## src/rtl/calc_pkg.sv

```systemverilog
// calc_pkg: shared calculator types and widths for the divider and multiply-accumulator.
package calc_pkg;
  localparam int CALC_W = 4;
  localparam int CNT_W = $clog2(CALC_W);
  typedef enum logic [1:0] {IDLE, ITER, DONE} state_t;
endpackage

```

## src/rtl/mul_add_par.sv

```systemverilog
// mul_add_par: sequential MSB-first shift-and-add computing p = a*b + c over W cycles.
module mul_add_par
  import calc_pkg::*;
#(
  parameter int W = CALC_W
) (
  input  logic           clk,
  input  logic           rst_n,
  input  logic           start,
  input  logic [W-1:0]   a,
  input  logic [W-1:0]   b,
  input  logic [W-1:0]   c,
  output logic [2*W-1:0] p,
  output logic           valid,
  output logic           busy
);
  localparam int CW = $clog2(W);
  state_t state, state_n;
  logic [W-1:0] a_r, b_r;
  logic [CW-1:0] cnt;
  logic [2*W-1:0] acc;
  logic go;
  assign go = start && state != ITER;
  always_comb begin
    state_n = (state == ITER) ? ((cnt == '0) ? DONE : ITER) : (start ? ITER : state);
  end
  always_ff @(posedge clk or negedge rst_n) begin
    if (!rst_n) state <= IDLE;
    else state <= state_n;
  end
  // The sum never exceeds 2^(2W) - 2^W, so a 2W-bit add cannot carry out.
  always_ff @(posedge clk or negedge rst_n) begin
    if (!rst_n) begin
      a_r <= '0;
      b_r <= '0;
      acc <= '0;
      cnt <= CW'(W - 1);
    end else if (go) begin
      a_r <= a;
      b_r <= b;
      acc <= {{W{1'b0}}, c};
      cnt <= CW'(W - 1);
    end else if (state == ITER) begin
      if (a_r[cnt]) acc <= acc + ({{W{1'b0}}, b_r} << cnt);
      if (cnt != '0) cnt <= cnt - 1'b1;
    end
  end
  assign p = acc;
  assign valid = state == DONE;
  assign busy = state == ITER;
endmodule

```

## config.mk

```make
export PLATFORM = sky130hd
export DESIGN_NAME = mul_add_par
export DESIGN_NICKNAME = d
export VERILOG_FILES = /design/src/rtl/calc_pkg.sv /design/src/rtl/mul_add_par.sv
export SDC_FILE = /design/constraint.sdc
export NUM_CORES = 1
export LEC_CHECK = 0
export ABC_AREA = 1
export CAP_MARGIN = 10
export CORE_MARGIN = 2
export CORE_UTILIZATION = 55
export DETAILED_ROUTE_END_ITERATION = 10
export PLACE_DENSITY = 0.92
export SETUP_SLACK_MARGIN = 0.15
export SYNTH_ARGS = -nofsm -noshare
export SYNTH_HDL_FRONTEND = slang
export SYNTH_SLANG_ARGS = --single-unit
```

## constraint.sdc

```tcl
create_clock -name clk -period 6 [get_ports clk]
set_clock_uncertainty 0.2 [all_clocks]
set_input_delay 0.9 -clock clk [delete_from_list [all_inputs] [get_ports clk]]
set_output_delay 0.9 -clock clk [all_outputs]
set_load 0.01 [all_outputs]
```

## Yosys cells after proc, flatten, opt, wreduce, memory -nomap -nowiden

Index checks and enable logic that the tools add are counted.

- Reduce and logical (&&, ||, !) cells: 9
- Equality and inequality tests: 3
- Shift-type cells: 1
- $lt $le $gt $ge: 1
- Add/sub/neg operators: 2
- Multiplexer cells: 11

Operators with widths:

| kind | count |
|---|---|
| $mux W8 | 3 |
| $mux W2 | 6 |
| $reduce_bool A2 Y1 | 5 |
| $add A8 B8 Y8 | 1 |
| $shl A4 B2 Y8 | 1 |
| $reduce_and A2 Y1 | 2 |
| $lt A2 B3 Y1 const B | 1 |
| $bmux W1 S2 | 1 |
| $eq A2 B1 Y1 const B | 1 |
| $eq A2 B2 Y1 const B | 1 |
| $logic_not A2 Y1 | 1 |
| $ne A2 B1 Y1 const B | 1 |
| $sub A2 B1 Y2 const B | 1 |
| $logic_and A1 B1 Y1 | 1 |
| $mux W1 | 1 |

- Input port bits: 15
- Output and inout bits: 10
- Logic and storage cells: 32
- Flip-flop bits (word level): 20

## Longest topological paths before layout

- Word-level depth: 5
- Depth in mapped cells: 14

## Worst setup path before layout

Ideal clock, no wire load.

- Path type: register to register
- Start point: register cnt[0]
- End point: register acc[6], in the netlist p[6]
- Setup time: 0.118 ns
- Path buffers: 1
- Setup slack: 3.806 ns
- Data arrival time: 1.876 ns
- Data required time: 5.682 ns
- Cell stages (with the launch flop): 12
- Path through: dfstp_2 > buf_6 > inv_6 > o21ai_0 > mux2i_1 > ha_1 > a21oi_1 > or2_2 > nand3_1 > nand2_1 > nand3_1 > nand2_1

- Longest elaborated chain between the ends: 5
- Elaborated cells between the ends (all ways): 9

RTL lines:

| item | RTL line | text |
|---|---|---|
| start: declaration | mul_add_par.sv:20 | `logic [CW-1:0] cnt;` |
| start signal: assignment | mul_add_par.sv:37 | `cnt <= CW'(W - 1);` |
| start signal: assignment | mul_add_par.sv:42 | `cnt <= CW'(W - 1);` |
| start signal: assignment | mul_add_par.sv:45 | `if (cnt != '0) cnt <= cnt - 1'b1;` |
| $shl A4 B2 Y8 | mul_add_par.sv:44 | `if (a_r[cnt]) acc <= acc + ({{W{1'b0}}, b_r} << cnt);` |
| $add A8 B8 Y8 | mul_add_par.sv:44 |  |
| $mux W8 | mul_add_par.sv:44 |  |
| $mux W8 | mul_add_par.sv:43 | `end else if (state == ITER) begin` |
| $mux W8 | mul_add_par.sv:38 | `end else if (go) begin` |
| end signal: assignment | mul_add_par.sv:41 | `acc <= {{W{1'b0}}, c};` |
| end signal: assignment | mul_add_par.sv:44 |  |
| end: declaration | mul_add_par.sv:21 | `logic [2*W-1:0] acc;` |

Several ways; a longest one is shown, not always the timed one. The select of a mux whose other input is x is not followed.
A chain may end at the register's enable or synchronous reset.

## Final worst setup path

- Start point: register state[1]
- End point: output port busy

- Longest elaborated chain between the ends: 1

RTL lines:

| item | RTL line | text |
|---|---|---|
| start: declaration | mul_add_par.sv:18 | `state_t state, state_n;` |
| start signal: assignment | mul_add_par.sv:29 | `else state <= state_n;` |
| $eq A2 B1 Y1 | mul_add_par.sv:50 | `assign busy = state == ITER;` |
| end: declaration | mul_add_par.sv:15 | `output logic busy` |

No other way between the ends.

==> flow_metrics.env <==
export IMPL_outcome="finished clean"
export IMPL_syn_area_mm2=0.001306
export IMPL_cts_buffers=3
export IMPL_yosysTopAreaCell="dfrtp_1"
export IMPL_dp_hpwl_um=2322
export IMPL_groute_usage_overall=0.2462
export IMPL_stdcell_count=226
export IMPL_postLayoutCoreUtil=0.7232
export IMPL_end_kind="output port"
export IMPL_seqPwrFrac=0.269
export IMPL_rsz0062_at_grt="no"
export IMPL_hold_viol_final=0
export IMPL_synth_top_family_by_area="simple AND/OR/NAND/NOR gates"
export IMPL_hp_class="reg2reg"
export IMPL_worstPathRequired_ns=4.90
export IMPL_maxSlewViolCount=0
export IMPL_combPwrFrac=0.618
export IMPL_mostFrequentLayoutCells="nand2_1 (57), clkdlybuf4s50_1 (24), inv_1 (20)"
export IMPL_ys_ff_latch=20
export IMPL_yosysUniqueCellTypes=28
export IMPL_cts_resized=0
export IMPL_vdd_drop_max_uv=353.7
export IMPL_min_from="p[5]"
export IMPL_hold_buffers=0
export IMPL_slew_headroom=0.4011
export IMPL_die_h_um=52.74
export IMPL_min_to="p[5]"
export IMPL_grt_pass1_wl_um=4988
export IMPL_reg2reg_depth=9
export IMPL_wl_um=2944
export IMPL_period_needed_ns=2.686
export IMPL_post_cts_buffers=0
export IMPL_start_kind="flop"
export IMPL_fin_nets=223
export IMPL_drive_above_1_share=0.09596
export IMPL_yosys_area_share_adder=0.09195
export IMPL_switchingPower_uw=459.6
export IMPL_yosys_warnings=0
export IMPL_worstMarginPinSlew_ns=0.8956
export IMPL_r2r_end="p[6]"
export IMPL_rows=17
export IMPL_fin_crit_sh=0.4477
export IMPL_timing_final_ws_setup_ns=3.314
export IMPL_dp_worst_setup_slack_ns=3.586
export IMPL_grt_ovfl_total=0
export IMPL_synth_compound_area_frac=0.09291
export IMPL_drt_initial_drc_count=30
export IMPL_post_drt_via_cell_ratio=5.292
export IMPL_dieWidth_um=52.74
export IMPL_r2r_start="cnt[0]"
export IMPL_yosysSeqAreaShare=0.3851
export IMPL_synth_area_mux_share=0.02299
export IMPL_h_tree_depth=1
export IMPL_clkTransAtPathRegs_ns=0.11
export IMPL_sw_frac_of_total=0.4706
export IMPL_hold_depth=2
export IMPL_root_buffer="clkbuf_4"
export IMPL_cell_internal_pwr_uw=517.1
export IMPL_syn_instance_count=172
export IMPL_initial_core_util=0.5849
export IMPL_cp_max_fo=4
export IMPL_portBuffers=24
export IMPL_critPathKind="reg2out"
export IMPL_synth_simple_area_share=0.3046
export IMPL_syn_nets=196
export IMPL_netlist_area_leader_share=0.3448
export IMPL_vias=1196
export IMPL_p_clk_frac=0.113
export IMPL_synthTopCellsByArea="dfrtp_1 (34%), nand2_1 (16%), ha_1 (7.7%)"
export IMPL_antenna_found_initial=0
export IMPL_wl_per_cell_um=13.03
export IMPL_ioPinCount=25
export IMPL_clk_latency_ns=0.30
export IMPL_p_leak_uw=0.0008293
export IMPL_setup_viol_count_final=0
export IMPL_layout_commonest_cell="nand2_1"
export IMPL_drv_cap=0
export IMPL_fmax_ghz=0.3723
export IMPL_fin_setup_tns_ns=0
export IMPL_numPlacedInstances=222
export IMPL_cts_num_sinks=20
export IMPL_grt_pass1_vias=1151
export IMPL_ant_nets=0
export IMPL_area_delta_synth_final_pct=23.66
export IMPL_critPathArrivalTime_ns=1.59
export IMPL_n_antenna_cell=0
export IMPL_cts_tree="yes"
export IMPL_avgSynthCellArea_um2=7.594
export IMPL_cts_buffer_depth=2
export IMPL_grt_max_degree=21
export IMPL_synth_xor_area_frac=0.01341
export IMPL_core_area_mm2=0.002233
export IMPL_die_area_mm2=0.002781
export IMPL_p_per_area_mw_per_mm2=604.7
export IMPL_drc=0
export IMPL_drtPass1Iterations=4
export IMPL_routabilityCongestion=0.8928
export IMPL_r2r_setup_slack_ns=3.63
-- cells by family after synthesis --
logic type,Yosys count
fa+ha+maj,9
flops,20
simple gates,89
xor+xnor,2
compound gates,23
mux,3
buf+inv,26
-- power by group through the flow --
stage / combinational, uW / clock, uW / sequential (uW)
2_1_floorplan: 436 / 0 / 255
3_3_place_gp: 566 / 0 / 260
3_5_place_dp: 601 / 0 / 263
4_1_cts: 604 / 111 / 261
5_1_grt: 689 / 117 / 271
6_report: 604 / 110 / 263
-- how the worst max path moves through the flow --
stage / startpoint / to / slack [ns] / cells after the start
2_1_floorplan: cnt[0] / p[6] / 3.81 / 11
3_3_place_gp: start / p[3] / 3.65 / 7
3_5_place_dp: start / p[1] / 3.59 / 6
4_1_cts: state[1] / busy / 3.31 / 4
5_1_grt: state[1] / busy / 3.26 / 4
6_report: state[1] / busy / 3.31 / 4
-- metrics by stage --
stage                     power (uW)  hold slack [ns]  cell area [um^2]
after floorplan                691.2           0.2645              1306
after global placement         825.5           0.2955              1563
after detailed placement       864.5           0.3053              1563
after CTS                      975.6           0.3342              1615
after global routing            1076           0.3672              1615
final                          976.7           0.3341              1615
-- cell type report --
type | instances | area, um^2
Clock buffer | 3 | 22.52
Multi-Input combinational cell | 126 | 686.9
Tap cell | 28 | 35.03
Sequential cell | 20 | 503.0
Inverter | 24 | 97.59
Fill cell | 176 | 618.1
Clock inverter | 1 | 30.03
Timing Repair Buffer | 24 | 240.2
-- synthesized netlist by cell type, drive strengths merged --
library cell,n
inv,24
mux2i,3
or2,1
a31oi,1
nand3,12
nor2,8
dfrtp,18
a21oi,5
o211ai,1
nand4,4
xnor2,1
nand2,63
nor3,1
buf,2
ha,8
dfstp,2
fa,1
xor2,1
o21ai,15
o21a,1
-- sequential cells by signal, indices dropped and copies added (netlist names) --
name / count
cnt: 2
a_r: 4
p: 8
b_r: 4
state: 2
-- metal layers --
layer	GRT usage	up-vias	wire, um
li1	-	607	-
met1	0.3140	550	1356
met2	0.4417	34	1459
met3	0.02857	5	101
met4	0.05556	0	25
met5	0	-	0
-- critical path, stage by stage (launching register included) --
cell,delay [ns]
dfrtp_1,0.38
inv_1,0.08
nand2_1,0.13
inv_1,0.15
clkdlybuf4s50_1,0.56
(Power assumes the default switching activity.)
